--- config.mk ---
export PLATFORM = sky130hd
export DESIGN_NAME = cache_fill_ctrl
export DESIGN_NICKNAME = d
export VERILOG_FILES = /design/src/rtl/cache_pkg.sv /design/src/rtl/cache_arb.sv /design/src/rtl/cache_fill_ctrl.sv
export SDC_FILE = /design/constraint.sdc
export NUM_CORES = 1
export LEC_CHECK = 0
export CAP_MARGIN = 20
export CORE_ASPECT_RATIO = 1.25
export CORE_MARGIN = 4
export CORE_UTILIZATION = 28
export DETAILED_ROUTE_END_ITERATION = 8
export PLACE_DENSITY_LB_ADDON = 0.3
export SYNTH_ARGS = -nofsm -noshare
export SYNTH_HDL_FRONTEND = slang
export SYNTH_SLANG_ARGS = --single-unit
--- constraint.sdc ---
create_clock -name clk -period 1.6 [get_ports clk]
set_input_delay 0.16 -clock clk [delete_from_list [all_inputs] [get_ports clk]]
set_output_delay 0.16 -clock clk [all_outputs]
set_load 0.1 [all_outputs]
--- src/rtl/cache_pkg.sv ---
// Shared types and size helpers for the cache miss/fill controller.
package cache_pkg;

    // Controller states: waiting for work, streaming a block, completion pulse.
    typedef enum logic [1:0] {
        IDLE = 2'd0,
        FILL = 2'd1,
        DONE = 2'd2
    } state_e;

    // Bytes in one memory word.
    function automatic int bytes_per_word(input int data_w);
        return data_w / 8;
    endfunction

    // Byte-offset bits inside one cache block (cleared to form the block base).
    function automatic int offset_bits(input int words, input int data_w);
        return $clog2(words * (data_w / 8));
    endfunction

    // Width of a word index within a block.
    function automatic int idx_w(input int words);
        return $clog2(words);
    endfunction

endpackage

--- src/rtl/cache_arb.sv ---
// Channel arbiter for block misses.
// Build option RR_ARB_EN: round-robin search starting at an internal pointer
// that moves past each completed grant; otherwise fixed priority, lowest
// channel index wins.
module cache_arb #(
    parameter int NUM_CH = 2,
    parameter int CH_W   = 1
) (
`ifdef RR_ARB_EN
    input  logic              clk,
    input  logic              rst_n,
    input  logic              adv_i,
    input  logic [CH_W-1:0]   last_gnt_i,
`endif
    input  logic [NUM_CH-1:0] req_i,
    output logic [CH_W-1:0]   gnt_o,
    output logic              gnt_vld_o
);

    logic [CH_W-1:0] start;
    logic [CH_W-1:0] idx;

`ifdef RR_ARB_EN
    logic [CH_W-1:0] ptr_q;

    // Move the search start just past the channel whose fill has completed.
    always_ff @(posedge clk or negedge rst_n) begin
        if (!rst_n) begin
            ptr_q <= '0;
        end else if (adv_i) begin
            ptr_q <= (last_gnt_i == CH_W'(NUM_CH - 1)) ? '0 : last_gnt_i + 1'b1;
        end
    end

    assign start = ptr_q;
`else
    assign start = '0;
`endif

    // Scan from the far end toward start so the channel nearest start wins.
    always_comb begin
        gnt_o     = '0;
        gnt_vld_o = 1'b0;
        idx       = '0;
        for (int i = NUM_CH - 1; i >= 0; i--) begin
            idx = CH_W'((int'(start) + i) % NUM_CH);
            if (req_i[idx]) begin
                gnt_o     = idx;
                gnt_vld_o = 1'b1;
            end
        end
    end

endmodule

--- src/rtl/cache_fill_ctrl.sv ---
// Miss-handling and memory-arbitration controller: arbitrates per-channel
// block misses onto one pipelined memory, streams the returned words into the
// granted cache, and services D-side write-through stores while idle.
// Build option RR_ARB_EN selects round-robin arbitration (default: fixed
// priority, channel 0 first).
module cache_fill_ctrl
    import cache_pkg::*;
#(
    parameter int NUM_CH          = 2,
    parameter int ADDR_W          = 16,
    parameter int DATA_W          = 16,
    parameter int WORDS_PER_BLOCK = 8
) (
    input  logic                                 clk,
    input  logic                                 rst_n,
    input  logic [NUM_CH-1:0]                    miss_req,
    input  logic [NUM_CH*ADDR_W-1:0]             miss_addr,
    input  logic                                 wr_req,
    input  logic [ADDR_W-1:0]                    wr_addr,
    input  logic [DATA_W-1:0]                    wr_data,
    output logic                                 wr_ack,
    output logic                                 mem_en,
    output logic                                 mem_wr,
    output logic [ADDR_W-1:0]                    mem_addr,
    output logic [DATA_W-1:0]                    mem_wdata,
    input  logic [DATA_W-1:0]                    mem_rdata,
    input  logic                                 mem_rvalid,
    output logic [NUM_CH-1:0]                    fill_we,
    output logic [idx_w(WORDS_PER_BLOCK)-1:0]    fill_idx,
    output logic [DATA_W-1:0]                    fill_data,
    output logic [NUM_CH-1:0]                    fill_done,
    output logic                                 stall
);

    localparam int BYTES_PER_WORD = bytes_per_word(DATA_W);
    localparam int OFFSET_BITS    = offset_bits(WORDS_PER_BLOCK, DATA_W);
    localparam int IDX_W          = idx_w(WORDS_PER_BLOCK);
    localparam int CH_W           = (NUM_CH > 1) ? $clog2(NUM_CH) : 1;
    localparam logic [ADDR_W-1:0] BASE_MASK = {ADDR_W{1'b1}} << OFFSET_BITS;
    localparam logic [IDX_W-1:0]  LAST_IDX  = IDX_W'(WORDS_PER_BLOCK - 1);

    state_e            state_q, state_d;
    logic [CH_W-1:0]   gnt_q, gnt_d;
    logic [ADDR_W-1:0] base_q, base_d;
    logic [IDX_W-1:0]  iss_q, iss_d;
    logic              iss_done_q, iss_done_d;
    logic [IDX_W-1:0]  rcv_q, rcv_d;

    logic [CH_W-1:0]   arb_gnt;
    logic              arb_vld;
    logic [ADDR_W-1:0] sel_addr;

    cache_arb #(
        .NUM_CH (NUM_CH),
        .CH_W   (CH_W)
    ) u_arb (
`ifdef RR_ARB_EN
        .clk        (clk),
        .rst_n      (rst_n),
        .adv_i      (state_q == DONE),
        .last_gnt_i (gnt_q),
`endif
        .req_i      (miss_req),
        .gnt_o      (arb_gnt),
        .gnt_vld_o  (arb_vld)
    );

    assign sel_addr = miss_addr[int'(arb_gnt) * ADDR_W +: ADDR_W];

    // Stall whenever a fill is in flight or any cache is reporting a miss.
    assign stall = (state_q != IDLE) | (|miss_req);

    // State, grant, block base and issue/receive counters.
    // NOTE: sequential state uses non-blocking (<=) so every register samples
    // pre-edge values; blocking here would create order-dependent races.
    always_ff @(posedge clk or negedge rst_n) begin
        if (!rst_n) begin
            state_q    <= IDLE;
            gnt_q      <= '0;
            base_q     <= '0;
            iss_q      <= '0;
            iss_done_q <= 1'b0;
            rcv_q      <= '0;
        end else begin
            state_q    <= state_d;
            gnt_q      <= gnt_d;
            base_q     <= base_d;
            iss_q      <= iss_d;
            iss_done_q <= iss_done_d;
            rcv_q      <= rcv_d;
        end
    end

    // Next-state logic and all memory/fill outputs.
    // NOTE: every variable gets a default before the case so no path leaves
    // one unassigned, which would infer a latch.
    always_comb begin
        state_d    = state_q;
        gnt_d      = gnt_q;
        base_d     = base_q;
        iss_d      = iss_q;
        iss_done_d = iss_done_q;
        rcv_d      = rcv_q;
        wr_ack     = 1'b0;
        mem_en     = 1'b0;
        mem_wr     = 1'b0;
        mem_addr   = '0;
        mem_wdata  = '0;
        fill_we    = '0;
        fill_idx   = '0;
        fill_data  = '0;
        fill_done  = '0;

        case (state_q)
            IDLE: begin
                if (wr_req) begin
                    // Stores take the memory port first; misses wait a cycle.
                    mem_en    = 1'b1;
                    mem_wr    = 1'b1;
                    mem_addr  = wr_addr;
                    mem_wdata = wr_data;
                    wr_ack    = 1'b1;
                end else if (arb_vld) begin
                    gnt_d      = arb_gnt;
                    base_d     = sel_addr & BASE_MASK;
                    iss_d      = '0;
                    iss_done_d = 1'b0;
                    rcv_d      = '0;
                    state_d    = FILL;
                end
            end

            FILL: begin
                // Issue one read per cycle until every word has been requested.
                if (!iss_done_q) begin
                    mem_en   = 1'b1;
                    mem_addr = base_q + ADDR_W'(iss_q) * ADDR_W'(BYTES_PER_WORD);
                    iss_d    = iss_q + 1'b1;
                    if (iss_q == LAST_IDX) begin
                        iss_done_d = 1'b1;
                    end
                end
                // Returned words arrive in order; write each into the granted cache.
                if (mem_rvalid) begin
                    fill_we   = NUM_CH'(1) << gnt_q;
                    fill_idx  = rcv_q;
                    fill_data = mem_rdata;
                    rcv_d     = rcv_q + 1'b1;
                    if (rcv_q == LAST_IDX) begin
                        state_d = DONE;
                    end
                end
            end

            DONE: begin
                fill_done = NUM_CH'(1) << gnt_q;
                state_d   = IDLE;
            end

            default: state_d = IDLE;
        endcase
    end

endmodule
==> results.py <==
metrics = {
    "logic_synthesis": {
        "ys_ff_latch": 22,
        "synth_flop_cell": "dfrtp_1",
        "synth_common_cells": "mux2_2 (25), dfrtp_1 (22), and2_1 (21)",
        "synth_area_sq_um": 1556,
        "synthArstFlopShare_pct": 100.0,
        "syn-num-nets": 244,
        "synthesis.instances": 154,
        "yosysWarnings": 0,
        "ys_types": 26,
        "synthTopCellsByArea": "dfrtp_1 (35%), mux2_2 (18%), a22o_1 (8.4%)",
        "synth-seq-area-share_pct": 35.37,
        "synth.most_common_cell": "mux2_2",
        "yosysTopAreaCell": "dfrtp_1",
        "syn_avg_cell_area_sq_um": 10.11,
        "synth_edf_count": 0,
        "synth_top_area_share_pct": 35.37,
    },
    "critical_path": {
        "crit_fanout": 9,
        "worstPathArrival_ns": 1.54,
        "reg2reg_to": "base_q[6]",
        "worst_setup_path_end_kind": "output port",
        "cp-start-kind": "register",
        "rrSetupSlack_ns": 0.01,
        "critPathRequiredTime_ns": 1.44,
        "r2r_cells": 4,
        "critical_path_class": "register to output port",
        "r2r_start": "state_q[0]",
        "crit_start": "state_q[0]",
        "crit_end": "mem_addr[13]",
    },
    "cells_and_area": {
        "final_area_sq_um": 4121,
        "antennaDiodeCount": 0,
        "utilization_pct": 76.25,
        "nNetsFinal": 391,
        "fill_cells": 336,
        "areaGrowthSynthToFinish_pct": 164.8,
        "drive_above_1_share_pct": 57.67,
    },
    "global_routing": {
        "grt.overflow.total": 0,
        "antenna_found_initial": 0,
        "grt_pass1_vias": 1893,
        "grt_pass1_wl_um": 9087,
        "groute.usage.overall_pct": 16.97,
        "grt_max_degree": 24,
    },
    "worst_hold_path": {
        "min_path_type": "input port to asynchronous set/reset pin",
    },
    "run": {
        "drv_cap": 0,
    },
    "timing": {
        "rsz0062_at_grt": "true",
        "timing.final.crit_period_ns": 1.697,
        "finalSetupViolCount": 55,
        "max-slew-margin-rel_pct": 80.63,
        "final.setup_skew_ns": 0.007422,
        "fmax_ghz": 0.5894,
        "worst_slew_pin_slew_ns": 0.2905,
        "layout_setup_ws_ns": -0.09653,
        "drv_slew": 0,
        "finalHoldViolCount": 0,
        "fin_crit_sh_pct": 106.0,
        "fin_hold_ws_ns": 0.2292,
    },
    "drt": {
        "detail-route-antenna-nets": 0,
        "wire_per_inst_um": 16.36,
        "first_pass_iters": 4,
        "drtIter0Drc": 34,
        "vias_per_cell": 4.882,
        "totalWireLength_um": 5954,
        "drc": 0,
        "vias": 1777,
    },
    "place": {
        "place_area_sq_um": 3856,
        "post-place-ws_ns": -0.1669,
        "io_buffers": 136,
        "dp_hpwl_um": 4770,
        "globalplace.congestion": 0.7157,
    },
    "cts": {
        "cts-hold-fix-buffers": 0,
        "ctsHtreeMaxLevel": 1,
        "cts_inserted_buffers": 3,
        "tritoncts": "built",
        "clock_latency_ns": 0.27,
        "clock_path_buffers": 2,
        "clkTransAtPathRegs_ns": 0.09,
        "clock-sinks": 22,
        "cts-root-buf": "clkbuf_8",
    },
    "outcome": {
        "status": "finished with violations",
        "violations": "setup timing",
    },
    "power_and_ir_drop": {
        "report.power.total_mw": 9.058,
        "p_seq_share_pct": 12.0,
        "swShare_pct": 53.17,
        "share_comb_of_total_power_pct": 82.2,
        "p_sw_mw": 4.816,
        "p_clk_share_pct": 5.8,
        "p_leak_nw": 1.791,
        "vdd_drop_max_mv": 2.058,
        "power_density_nw_per_um2": 2198,
        "p_int_mw": 4.242,
    },
    "floorplanning": {
        "fp.dieArea_sq_um": 6823,
        "pin_count": 145,
        "coreArea_sq_um": 5405,
        "die_w_um": 74.69,
        "die_h_um": 91.36,
        "initial_core_util_pct": 28.80,
        "core.rowCount": 30,
    },
}
-- cell usage in the layout, fill, tap and decap left out, types with 11 or more instances in the layout --
master,count
and2_4,18
dfrtp_1,20
mux2_2,12
buf_4,11
buf_12,64
mux2_4,13
nand2_1,11
clkdlybuf4s50_1,77
a22o_4,15
and3_2,11
-- metal layers --
| layer | track usage (%) | up-vias | part of all wire [%] |
|---|---|---|---|
| met4 | 5.045 | 0 | 1.5 |
| met2 | 32.62 | 97 | 53 |
| met5 | 0 | - | 0 |
| met1 | 17.36 | 831 | 36 |
| li1 | - | 842 | - |
| met3 | 3.765 | 7 | 9.9 |
-- worst min-delay path by stage --
| stage | endpoint | slack (ns) | depth (start not counted) |
|---|---|---|---|
| 4_1_cts | base_q[11] | 0.24 | 2 |
| 3_3_place_gp | base_q[5] | 0.51 | 1 |
| 6_report | base_q[11] | 0.23 | 2 |
| 2_1_floorplan | base_q[10] | -0.14 | 0 |
| 5_1_grt | base_q[11] | 0.25 | 2 |
| 3_5_place_dp | base_q[8] | 0.50 | 1 |
-- what timing repair did --
item                       4_1_cts  5_1_grt
pin swaps                        7        1
gates resized for setup         22       19
setup endpoints to repair       58       71
cloned                           1        0
setup buffers                    6        2
-- state kept, by name, summed over array words and instances, names as in the netlist --
name,cells
base_q,12
iss_q,3
rcv_q,3
state_q,2
gnt_q,1
iss_done_q,1
-- critical path, stage by stage (launching register included) --
cell,delay (ns)
dfrtp_2,0.45
nor2_2,0.14
and2_4,0.20
buf_12,0.15
a22o_4,0.15
buf_12,0.16
-- power by group through the flow --
stage | clock network [mW] | logic (mW) | registers (mW)
6_report | 0.525 | 7.44 | 1.09
5_1_grt | 0.556 | 7.70 | 1.13
4_1_cts | 0.538 | 7.36 | 1.08
3_5_place_dp | 0 | 7.12 | 1.08
3_3_place_gp | 0 | 7.02 | 1.07
2_1_floorplan | 0 | 4.65 | 0.997
-- cell families (layout without fill, tap and decap cells) --
| group | Yosys count | after routing | share of synthesized area (%) |
|---|---|---|---|
| AND/OR/NAND/NOR | 66 | 66 | 26.37 |
| adder cells (fa/ha/maj) | 4 | 4 | 3.216 |
| multiplexers | 25 | 25 | 18.09 |
| flip-flops | 22 | 22 | 35.37 |
| AO/OA/AOI/OAI | 23 | 23 | 11.34 |
| buffers and inverters | 14 | 160 | 5.626 |
-- per-stage QoR --
stage               instances  TNS, ns
floorplan                 154   -2.677
global placement          352   -1.663
detailed placement        352   -1.993
CTS                       363   -4.029
global route              364   -6.626
finish                    364   -2.692
-- layout make-up --
cell class / count / area [sq um] / area share (%)
clock inverter: 1 / 30.03 / 0.7286
clock buffer: 3 / 41.29 / 1.002
multi-input combinational: 118 / 1229 / 29.81
timing repair buffer: 155 / 2185 / 53.01
tap: 64 / 80.08 / 1.943
sequential: 22 / 553.0 / 13.42
inverter: 1 / 3.754 / 0.09107
Note: power is estimated with default switching activity, not from simulation.
